--- src/rtl/sw_cond_pkg.sv ---
// Shared types and constants for the switch input-conditioning stage.
// Imported by the per-bit debouncer and the 3-bit top.
package sw_cond_pkg;

  typedef enum logic {
    DB_IDLE,
    DB_PENDING
  } db_state_t;

  localparam int DEBOUNCE_CYCLES_DEFAULT = 4;
  localparam int SW_WIDTH = 3;

endpackage

--- src/rtl/sw_debounce3_bit.sv ---
// One-bit synchroniser plus debounce FSM.
// A level is accepted after DEBOUNCE_CYCLES consecutive mismatching edges.
module debounce_bit
  import sw_cond_pkg::*;
#(
  parameter int DEBOUNCE_CYCLES = DEBOUNCE_CYCLES_DEFAULT
) (
  input  logic clk,
  input  logic rst_n,
  input  logic raw,
  output logic stable,
  output logic accept,
  output logic pending
);

  localparam int CW = $clog2(DEBOUNCE_CYCLES + 1);
  localparam logic [CW-1:0] LAST = CW'(DEBOUNCE_CYCLES - 1);
  localparam bit SINGLE = (DEBOUNCE_CYCLES == 1);

  logic          s1;
  logic          s2;
  logic          mismatch;
  db_state_t     state_q;
  db_state_t     state_d;
  logic [CW-1:0] cnt_q;
  logic [CW-1:0] cnt_d;
  logic          stable_d;

  assign mismatch = s2 ^ stable;

  // Two-flop synchroniser, nothing between the flops.
  always_ff @(posedge clk or negedge rst_n) begin
    if (!rst_n) begin
      s1 <= 1'b0;
      s2 <= 1'b0;
    end else begin
      s1 <= raw;
      s2 <= s1;
    end
  end

  // State, counter and accepted level.
  always_ff @(posedge clk or negedge rst_n) begin
    if (!rst_n) begin
      state_q <= DB_IDLE;
      cnt_q   <= '0;
      stable  <= 1'b0;
    end else begin
      state_q <= state_d;
      cnt_q   <= cnt_d;
      stable  <= stable_d;
    end
  end

  // Next state: start, extend, abandon or accept a pending change.
  always_comb begin
    state_d  = state_q;
    cnt_d    = cnt_q;
    stable_d = stable;
    unique case (state_q)
      DB_IDLE: begin
        if (accept) begin
          stable_d = s2;
        end else if (mismatch) begin
          state_d = DB_PENDING;
          cnt_d   = CW'(1);
        end
      end
      DB_PENDING: begin
        if (!mismatch) begin
          state_d = DB_IDLE;
          cnt_d   = '0;
        end else if (accept) begin
          state_d  = DB_IDLE;
          cnt_d    = '0;
          stable_d = s2;
        end else begin
          cnt_d = cnt_q + CW'(1);
        end
      end
      default: begin
        state_d = DB_IDLE;
        cnt_d   = '0;
      end
    endcase
  end

  // Accept strobe on the Nth mismatching edge; pending while unaccepted.
  always_comb begin
    accept  = 1'b0;
    pending = 1'b0;
    unique case (state_q)
      DB_IDLE:    accept = mismatch && SINGLE;
      DB_PENDING: accept = mismatch && (cnt_q == LAST);
      default:    accept = 1'b0;
    endcase
    pending = mismatch && !SINGLE;
  end

endmodule

--- src/rtl/sw_debounce3.sv ---
// Debounced, registered input vector for the 3-input decode stage.
// Emits one change strobe per accept edge, however many bits accept.
module sw_debounce3
  import sw_cond_pkg::*;
#(
  parameter int WIDTH = SW_WIDTH,
  parameter int DEBOUNCE_CYCLES = DEBOUNCE_CYCLES_DEFAULT
) (
  input  logic             clk,
  input  logic             rst_n,
  input  logic [WIDTH-1:0] raw_in,
  output logic [WIDTH-1:0] in_clean,
  output logic             changed,
  output logic             busy
);

  logic [WIDTH-1:0] acc;
  logic [WIDTH-1:0] pend;

  for (genvar i = 0; i < WIDTH; i++) begin : g_bit
    debounce_bit #(
      .DEBOUNCE_CYCLES(DEBOUNCE_CYCLES)
    ) u_bit (
      .clk    (clk),
      .rst_n  (rst_n),
      .raw    (raw_in[i]),
      .stable (in_clean[i]),
      .accept (acc[i]),
      .pending(pend[i])
    );
  end

  // Strobe lands with the new in_clean, one cycle wide.
  always_ff @(posedge clk or negedge rst_n) begin
    if (!rst_n) changed <= 1'b0;
    else        changed <= |acc;
  end

  assign busy = |pend;

endmodule
--- config.mk ---
export PLATFORM = sky130hd
export DESIGN_NAME = sw_debounce3
export DESIGN_NICKNAME = d
export VERILOG_FILES = /design/src/rtl/sw_cond_pkg.sv /design/src/rtl/sw_debounce3_bit.sv /design/src/rtl/sw_debounce3.sv
export SDC_FILE = /design/constraint.sdc
export NUM_CORES = 1
export LEC_CHECK = 0
export CORE_UTILIZATION = 45
export DETAILED_ROUTE_END_ITERATION = 16
export GPL_TIMING_DRIVEN = 1
export PLACE_DENSITY_LB_ADDON = 0.05
export SYNTH_ARGS = -nofsm -noshare
export SYNTH_HDL_FRONTEND = slang
export SYNTH_HIERARCHICAL = 1
export SYNTH_SLANG_ARGS = --single-unit
--- constraint.sdc ---
create_clock -name clk -period 1.4 [get_ports clk]
set_input_delay 0.28 -clock clk [delete_from_list [all_inputs] [get_ports clk]]
set_output_delay 0.28 -clock clk [all_outputs]
set_load 0.01 [all_outputs]
Word level (Yosys, flattened, before mapping)
Index checks and enable logic that the tools add are counted.
{"block": "totals", "ff_bits": 22, "in_bits": 5, "output_inout_bits": 5, "wordCells": 87}
{"block": "classes", "n_addsub": 3, "eq_ne": 12, "muxes": 42, "n_bitwise": 6, "reduce_logical": 8}
{"cell": "two-way mux 3 bit", "count": 12}
{"cell": "two-way mux 1 bit", "count": 18}
{"cell": "one-hot mux 1 bit (2 select lines)", "count": 9}
{"cell": "one-hot mux 3 bit (2 select lines)", "count": 3}
{"cell": "inequality test 2 x 1 -> 1 bit, second input constant", "count": 6}
{"cell": "adder 3 x 1 -> 3 bit, second input constant", "count": 3}
{"cell": "equality test 3 x 2 -> 1 bit, second input constant", "count": 3}
{"cell": "inequality test 2 bit, second input constant", "count": 3}
{"cell": "AND reduction 2 bit", "count": 3}
{"cell": "OR reduction 3 bit", "count": 2}
{"cell": "logical AND 1 bit", "count": 3}
{"cell": "inverter 1 bit", "count": 3}
{"cell": "XOR 1 bit", "count": 3}

Logic depth before layout (Yosys ltp)
Gate-level depths: netlist of the first run.
{"block": "depth", "ltp_word": 6, "ltp_mapped": 5, "depth_no_buf": 5}

Modules after synthesis
Netlist of the first run, hierarchy kept.
{"mod": "debounce_bit", "instances": 3, "cells_per_inst": 23, "area_per_inst_um2": 309.0, "seq_area_each_um2": 175.2}
{"mod": "sw_debounce3", "instances": 1, "cells_per_inst": 3, "area_per_inst_um2": 37.5, "seq_area_each_um2": 25.0}

Worst setup path before layout of the first run
Ideal clock, no wire load.
{"block": "synth_path", "path_type": "register to register", "start": "register g_bit[1].u_bit.cnt_q[0]", "end": "register changed", "setup_ns": 0.131, "arrival_ns": 1.229, "t_required_ns": 1.269, "path_slack_ns": 0.040, "stages_incl_launch_ff": 6, "n_path_buf": 0, "period_less_slack_ns": 1.360, "cell_sequence": "dfrtp_1 ha_1 ha_1 nand2_1 nor2b_1 or3_1"}
{"block": "synth_via", "elab_chain_len": 4}
{"item": "from (decl)", "line_no": "sw_debounce3_bit.sv:25", "source": "logic [CW-1:0] cnt_q;"}
{"item": "from (signal assigned)", "line_no": "sw_debounce3_bit.sv:50", "source": "cnt_q <= cnt_d;"}
{"item": "equality test 3 x 2 -> 1 bit", "line_no": "sw_debounce3_bit.sv:94", "source": "DB_PENDING: accept = mismatch && (cnt_q == LAST);"}
{"item": "logical AND 1 bit", "line_no": "sw_debounce3_bit.sv:94"}
{"item": "one-hot mux 1 bit (2 select lines)", "line_no": "sw_debounce3_bit.sv:92", "source": "unique case (state_q)"}
{"item": "named net acc[1]", "line_no": "sw_debounce3.sv:17", "source": "logic [WIDTH-1:0] acc;"}
{"item": "OR reduction 3 bit", "line_no": "sw_debounce3.sv:36", "source": "else changed <= |acc;"}
{"item": "to (signal assigned)", "line_no": "sw_debounce3.sv:36"}
{"item": "to (decl)", "line_no": "sw_debounce3.sv:13", "source": "output logic changed,"}
The timed path passes the listed nets, and every way through them passes these cells.
A chain may end at the register's enable or synchronous reset.

Worst setup path in the final report of the first run
{"block": "layout_path", "start": "register g_bit[2].u_bit.s2", "end": "output port busy"}
{"block": "layout_via", "elab_chain_len": 2}
{"item": "from (decl)", "line_no": "sw_debounce3_bit.sv:21", "source": "logic s2;"}
{"item": "from (signal assigned)", "line_no": "sw_debounce3_bit.sv:35", "source": "s2 <= 1'b0;"}
{"item": "from (signal assigned)", "line_no": "sw_debounce3_bit.sv:38", "source": "s2 <= s1;"}
{"item": "XOR 1 bit", "line_no": "sw_debounce3_bit.sv:29", "source": "assign mismatch = s2 ^ stable;"}
{"item": "named net pend[2]", "line_no": "sw_debounce3.sv:18", "source": "logic [WIDTH-1:0] pend;"}
{"item": "OR reduction 3 bit", "line_no": "sw_debounce3.sv:39", "source": "assign busy = |pend;"}
{"item": "to (decl)", "line_no": "sw_debounce3.sv:14", "source": "output logic busy"}
The timed path passes the listed nets, and every way through them passes these cells.

==> flow_metrics.tcl, run 1 <==
set metrics [dict create \
    dieArea_um2 2333 \
    worst_slew_pin_slew_ns 0.2789 \
    wl_um 1461 \
    synth-edff-count 0 \
    yosysSeqAreaShare_pct 57.07 \
    grt_max_degree 23 \
    placed_area_um2 1171 \
    synth_cell_types 15 \
    synthTopCellsByCount "22 x dfrtp_1, 6 x ha_1, 6 x mux2i_1, 6 x nand2b_1" \
    layout.nets 111 \
    cp_top_family "flip-flops" \
    drive_gt1_share_pct 36.36 \
    r2r-start "g_bit[2].u_bit/cnt_q[1]" \
    ys_seq_elements 22 \
    ff2ff_setup_slack_ns 0.02 \
    synth_top_area_share_pct 57.07 \
    remaining_drc_errors 0 \
    crit_fanout 2 \
    fp.dieH_um 48.30 \
    crit_path_end "busy" \
    r2r-end "g_bit[2].u_bit/cnt_q[2]" \
    p_leak_nw 0.5708 \
    grt_first_pass_wirelength_um 2635 \
    cts_max_path_buffers 2 \
    hold_violations 0 \
    start_kind "flop" \
    slew_violations 0 \
    status "complete, but fails checks" \
    post-synth-top-area-cell "dfrtp_1" \
    fmax_mhz 591.9 \
    hold_class "input port to async pin" \
    post-route-period-util_pct 120.7 \
    criticalPathCategory "flop to output port" \
    antenna_found_initial 0 \
    required_ns 1.12 \
    cp.depth 3 \
    grt_usage_pct 15.02 \
    wl_per_cell_um 11.60 \
    synth_flop_cell "dfrtp_1" \
    power_density_nw_per_um2 1894 \
    rows 16 \
    crit_start "g_bit[2].u_bit/s2" \
    cts_hold_buffers 0 \
    place_congestion 0.6701 \
    fin_ws_ns -0.2894 \
    cts_root_buf "clkbuf_4" \
    vias_per_cell 4.817 \
    finalCriticalPeriod_ns 1.689 \
    rsz0062_at_grt "true" \
    cts_made_buffers 3 \
    netlist_instances 72 \
    crit_slowest_cell "dfrtp_1" \
    cts.sinks 22 \
    async_flop_share_pct 100.0 \
    boundaryPins 10 \
    synth_most_common_cell "dfrtp_1" \
    dr.first_iter.drc_count 2 \
    yosys_warnings 6 \
    vias 607 \
    reg2reg_depth 4 \
    clk_latency_ns 0.30 \
    slew_headroom_pct 81.40 \
    crit_chain "xor2_2, or3_1, buf_2" \
    maxCapViolCount 0 \
    fillers 147 \
    worst-path-buf-inv 1 \
    grt_pass1_vias 613 \
    utilization_pct 63.95 \
    antenna_cells 0 \
    start_util_pct 48.67 \
    coreArea_um2 1982 \
    avgSynthCellArea_um2 13.40 \
    hpwl_um 1041 \
    cts_tree "done" \
    portBuffers 9 \
    finalSetupViolations 1 \
    grt_overflow 0 \
    drt_pre_antenna_iters 2 \
    arrival_ns 1.41 \
    detail-route-antenna-nets 0 \
    synth_area_um2 964.7 \
    violations "setup timing" \
    synth_fp_nets 83 \
    h-tree-depth 1 \
    endpoint_kind "output port" \
    path_clk_slew_ns 0.12 \
    die_w_um 48.30 \
    synthTopCellsByArea "dfrtp_1 57%, ha_1 7.8%, mux2i_1 6.2%" \
    clock_skew_ns 0.001143 \
    max_stage_delay_ns 0.42 \
    areaGrowthSynthToFinish_pct 31.39 \
    ir_drop_v 0.0009644 \
    fin_area_um2 1267 \
]
registers in the layout, indices dropped and copies added (netlist names):
name and cells:
g_bit.u_bit/s1 3, g_bit.u_bit/stable 3, changed 1, g_bit.u_bit/s2 3, g_bit.u_bit/state_q 3, g_bit.u_bit/cnt_q 9
per-stage QoR:
step	TNS, ns	hold slack, ns	power, mW	worst slack [ns]	cells
finish	-0.2894	0.3096	2.401	-0.2894	126
global route	-0.4169	0.3104	2.626	-0.3740	126
CTS	-0.3166	0.3045	2.355	-0.3166	124
detailed placement	-0.3313	0.3403	2.004	-0.3136	119
global placement	-0.3130	0.3349	1.960	-0.2903	119
floorplan	0	-0.01559	1.538	0.03971	72
logic make-up after synthesis:
group	Yosys count	share of synthesized area, %
simple gates	23	15.31
flops	22	57.07
mux	9	9.728
compound gates	6	3.890
fa+ha+maj	6	7.782
xor+xnor	3	5.059
buf+inv	3	1.167
cell usage in the layout, fill, tap and decap left out, drive strengths merged:
cell / instances
nand2b: 6
nor2b: 3
or3: 2
xor2: 3
clkbuf: 7
ha: 6
or3b: 3
clkdlybuf4s50: 4
and2: 3
dlygate4sd2: 1
nand2: 3
mux2i: 6
nand3b: 3
mux2: 3
dfrtp: 22
buf: 15
o21ai: 3
inv: 3
o21a: 3
worst min-delay path by stage:
stage / startpoint / endpoint / slack (ns) / depth (start not counted)
detailed placement: g_bit[0].u_bit/s1 / g_bit[0].u_bit/s2 / 0.34 / 0
finish: rst_n / g_bit[1].u_bit/cnt_q[0] / 0.31 / 2
CTS: rst_n / g_bit[0].u_bit/cnt_q[2] / 0.30 / 2
global route: rst_n / g_bit[0].u_bit/cnt_q[0] / 0.31 / 2
global placement: g_bit[0].u_bit/s1 / g_bit[0].u_bit/s2 / 0.33 / 0
floorplan: rst_n / changed / -0.02 / 0
routing by layer:
metal	wire, µm	GRT usage (%)	vias up
met3	47	4.088	2
met2	721	23.94	9
met1	682	19.58	298
met5	0	0	-
li1	-	-	298
met4	9	5.882	0
power by group:
part           internal [mW]  switching (mW)
registers              0.834           0.165
clock network          0.159           0.183
logic                  0.646           0.414
final cells by class:
| class | instances | area (µm²) | area share [%] |
|---|---|---|---|
| sequential | 22 | 550.5 | 43.44 |
| multi-input combinational | 47 | 457.9 | 36.13 |
| timing repair buffer | 23 | 177.7 | 14.02 |
| clock buffer | 4 | 36.28 | 2.863 |
| tap | 27 | 33.78 | 2.665 |
| inverter | 3 | 11.26 | 0.8884 |
timing repair:
| item | CTS | global route |
|---|---|---|
| setup endpoints to repair | 9 | 9 |
| setup buffers | 1 | 3 |
| gates resized for setup | 17 | 9 |
| pin swaps | 2 | 8 |
No activity file was read; power rests on OpenSTA's default activity.
==> run 2, diff against run 1 <==
Settings changed: DONT_BUFFER_PORTS from default to 1.
Clock period 1.4 ns to 2.05 ns, I/O delays scaled along.
==> flow_metrics.tcl, run 2 (synthesis gave the netlist of run 1 again) <==
set metrics [dict create \
    clock_skew_ns 0.004975 \
    required_ns 1.64 \
    clk_latency_ns 0.30 \
    swShare_pct 33.54 \
    criticalPathCategory "flop to output port" \
    layout.nets 89 \
    arrival_ns 1.45 \
    ff2ff_setup_slack_ns 0.56 \
    final_common_cell "dfrtp_1" \
    p_clk_share_pct 13.9 \
    ctsResizeCount 0 \
    start_util_pct 48.67 \
    die_w_um 48.30 \
    reg2reg_depth 5 \
    fp.dieH_um 48.30 \
    p_leak_nw 0.4527 \
    hold_violations 0 \
    wl_um 1262 \
    drive_gt1_share_pct 11.84 \
    fmax_mhz 538.1 \
    post-route-period-util_pct 90.66 \
    dieArea_um2 2333 \
    wl_per_cell_um 12.25 \
    p_seq_share_pct 53.9 \
    vias 513 \
    power.switching_mw 0.4421 \
    total_power_mw 1.318 \
    rsz0062_at_grt "false" \
    ir_drop_v 0.0006915 \
    grt_max_degree 23 \
    cts_hold_buffers 1 \
    finalSetupTns_ns 0 \
    fin_area_um2 1031 \
    fillers 165 \
    crit_start "g_bit[1].u_bit/stable" \
    finalCriticalPeriod_ns 1.858 \
    placedCellCount 99 \
    cts_tree "done" \
    dr.first_iter.drc_count 2 \
    placed_area_um2 998.5 \
    r2r-end "changed" \
    status "finished, final reports clean" \
    hold_class "input port to flop" \
    crit_path_end "busy" \
    h-tree-depth 1 \
    power_density_nw_per_um2 1279 \
    final_cell_mix "22 x dfrtp_1, 6 x nand2b_1, 6 x mux2i_1, 6 x ha_1" \
    grt_overflow 0 \
    slew_headroom_pct 36.52 \
    rows 16 \
    largest_reg_flops 9 \
    remaining_drc_errors 0 \
    intPower_mw 0.8762 \
    grt_usage_pct 13.37 \
    grt_pass1_vias 517 \
    pwr-share-comb_pct 32.2 \
    portBuffers 0 \
    endpoint_kind "output port" \
    vias_per_cell 4.981 \
    drt_pre_antenna_iters 4 \
    final_cells 103 \
    antenna_found_initial 0 \
    start_kind "flop" \
    post-cts-setup-buffers 0 \
    grt_first_pass_wirelength_um 2304 \
    cts_root_buf "clkbuf_4" \
    detail-route-antenna-nets 0 \
    cts_max_path_buffers 2 \
    crit_fanout 6 \
    place_congestion 0.6959 \
    maxCapViolCount 0 \
    slew_violations 0 \
    finalSetupViolations 0 \
    path_clk_slew_ns 0.10 \
    boundaryPins 10 \
    cts.sinks 22 \
    hpwl_um 940.7 \
    antenna_cells 0 \
    r2r-start "g_bit[0].u_bit/cnt_q[0]" \
    top_register "g_bit.u_bit/cnt_q" \
    worst_slew_pin_slew_ns 0.9491 \
    coreArea_um2 1982 \
    cts_made_buffers 3 \
    areaGrowthSynthToFinish_pct 6.874 \
]
## run 2: worst min-delay path by stage
stage                   start                      end  slack [ns]  depth (start not counted)
detailed placement      rst_n                  changed        0.12                          0
global placement        rst_n  g_bit[0].u_bit/cnt_q[2]        0.12                          0
floorplan               rst_n                  changed        0.11                          0
CTS                 raw_in[0]        g_bit[0].u_bit/s1        0.11                          0
finish              raw_in[2]        g_bit[2].u_bit/s1        0.13                          0
global route        raw_in[2]        g_bit[2].u_bit/s1         0.1                          0
## run 2: power by group through the flow
stage	Combinational, mW	Clock [mW]	Sequential, mW
finish	0.424	0.183	0.711
global route	0.493	0.215	0.738
CTS	0.435	0.198	0.713
detailed placement	0.425	0	0.722
global placement	0.412	0	0.717
floorplan	0.359	0	0.691
## run 2: routing by layer
metal	up-vias	GRT usage (%)	part of all wire, %
met4	0	8.824	2.5
met3	4	3.145	3.2
met2	9	19.95	46
li1	249	-	-
met1	251	17.44	48
met5	-	0	0
## run 2: through the flow
step                utilization, %  setup WS (ns)  hold WS (ns)
floorplan                        -         0.5654        0.1144
global placement             50.38         0.5218        0.1150
detailed placement           50.38         0.5181        0.1150
CTS                          52.02         0.1614        0.1104
global route                 52.02         0.1249       0.09597
finish                       52.02         0.1916        0.1300
## run 2: layout make-up
type	count	area, µm²	share of cell area (%)
Sequential cell	22	550.5	53.40
Multi-Input combinational cell	47	402.9	39.08
Tap cell	27	33.78	3.277
Clock buffer	3	22.52	2.184
Inverter	3	11.26	1.092
Timing Repair Buffer	1	10.01	0.9709
## run 2: worst max-delay path, stage by stage, from the launching register on
cell	delay, ns
dfrtp_1	0.47
xor2_2	0.24
or3_1	0.45
==> run 3, diff against run 2 <==
Settings changed: CORE_MARGIN from default to 10, CORE_UTILIZATION 45 to 25.
==> flow_metrics.tcl, run 3 (synthesis gave the netlist of run 1 again) <==
set metrics [dict create \
    wl_um 1552 \
    fp.dieH_um 82.12 \
    antenna_cells 0 \
    cts_root_buf "clkbuf_8" \
    fillers 386 \
    place_congestion 0.6641 \
    die_w_um 82.12 \
    slew_headroom_pct 31.78 \
    cts_made_buffers 3 \
    cts_tree "done" \
    wl_per_cell_um 12.42 \
    final_cell_mix "22 x dfrtp_1, 6 x nand2b_1, 6 x mux2i_1, 6 x ha_1, 4 x clkbuf_8" \
    grt_max_degree 23 \
    dieArea_um2 6744 \
    cts_hold_buffers 1 \
    finalSetupTns_ns 0 \
    arrival_ns 1.42 \
    hold_class "input port to flop" \
    top_register "g_bit.u_bit/cnt_q" \
    placed_area_um2 1025 \
    clock_skew_ns 0.003221 \
    required_ns 1.64 \
    worst_slew_pin_slew_ns 1.020 \
    criticalPathCategory "flop to output port" \
    vias_per_cell 4.000 \
    post-cts-setup-buffers 0 \
    drt_pre_antenna_iters 3 \
    h-tree-depth 1 \
    portBuffers 0 \
    crit_fanout 6 \
    finalSetupViolations 0 \
    antenna_found_initial 0 \
    hold_ws_ns 0.1752 \
    max_stage_delay_ns 0.46 \
    fin_area_um2 1090 \
    maxCapViolCount 0 \
    grt_pass1_vias 592 \
    multiInputGateArea_um2 402.9 \
    power_density_nw_per_um2 1332 \
    crit_chain "xor2_2, or3_1" \
    cp_top_family "flip-flops" \
    fin_ws_ns 0.2212 \
    cts.sinks 22 \
    placedCellCount 120 \
    final_cells 125 \
    start_kind "flop" \
    rsz0062_at_grt "false" \
    vias 500 \
    layout.nets 89 \
    boundaryPins 10 \
    path_clk_slew_ns 0.08 \
    remaining_drc_errors 0 \
    grt_usage_pct 5.649 \
    detail-route-antenna-nets 0 \
    total_power_mw 1.452 \
    slew_violations 0 \
    cts_max_path_buffers 2 \
    areaGrowthSynthToFinish_pct 12.97 \
    rows 22 \
    hold_violations 0 \
    fmax_mhz 546.8 \
    final_common_cell "dfrtp_1" \
    grt_overflow 0 \
    p_leak_nw 0.4677 \
    coreArea_um2 3689 \
    finalCriticalPeriod_ns 1.829 \
    endpoint_kind "output port" \
    status "finished, final reports clean" \
    largest_reg_flops 9 \
    post-route-period-util_pct 89.21 \
    hpwl_um 1145 \
    start_util_pct 26.15 \
    ir_drop_v 0.0004601 \
    ctsResizeCount 0 \
    crit_slowest_cell "dfrtp_1" \
    utilization_pct 29.55 \
    drive_gt1_share_pct 12.99 \
    grt_first_pass_wirelength_um 2891 \
    worst-path-buf-inv 0 \
    clk_latency_ns 0.26 \
    regArea_um2 550.5 \
    dp_slack_ns 0.4899 \
    dr.first_iter.drc_count 3 \
]
-- run 3: final cells by class --
class / count / area share, %
flip-flops and latches: 22 / 50.52
multi-input cells: 47 / 36.97
well taps: 48 / 5.511
repair buffers: 1 / 0.9185
clock buffers: 4 / 5.052
inverters: 3 / 1.033
-- run 3: final timing paths --
path	start	endpoint	slack, ns	cells past startpoint
hold reg to reg	g_bit[2].u_bit/s1	g_bit[2].u_bit/s2	0.35	0
setup reg to reg	g_bit[1].u_bit/cnt_q[0]	changed	0.56	5
min in group asynchronous	rst_n	g_bit[2].u_bit/cnt_q[0]	0.77	1
max in group asynchronous	rst_n	g_bit[0].u_bit/cnt_q[2]	0.66	1
hold / removal	raw_in[2]	g_bit[2].u_bit/s1	0.18	0
setup / recovery	g_bit[1].u_bit/stable	busy	0.22	2
-- run 3: layer usage --
| layer | vias to the layer above | global-route usage [%] | part of all wire (%) |
|---|---|---|---|
| li1 | 249 | - | - |
| met1 | 242 | 7.569 | 49 |
| met2 | 7 | 7.367 | 43 |
| met3 | 2 | 2.268 | 6.5 |
| met4 | 0 | 3.401 | 0.84 |
| met5 | - | 0 | 0 |
-- run 3: report_power, final --
group / leakage, nW / total, mW / internal (mW) / switching (mW)
logic: 0.168 / 0.429 / 0.237 / 0.192
registers: 0.271 / 0.715 / 0.570 / 0.144
clock network: 0.0288 / 0.309 / 0.171 / 0.138
total: 0.468 / 1.45 / 0.979 / 0.474
-- run 3: worst register-to-register path, stage by stage, from the launching register on --
cell	delay, ns
dfrtp_1	0.40
ha_1	0.20
ha_1	0.21
nand2_1	0.11
nor2b_1	0.06
or3_1	0.38
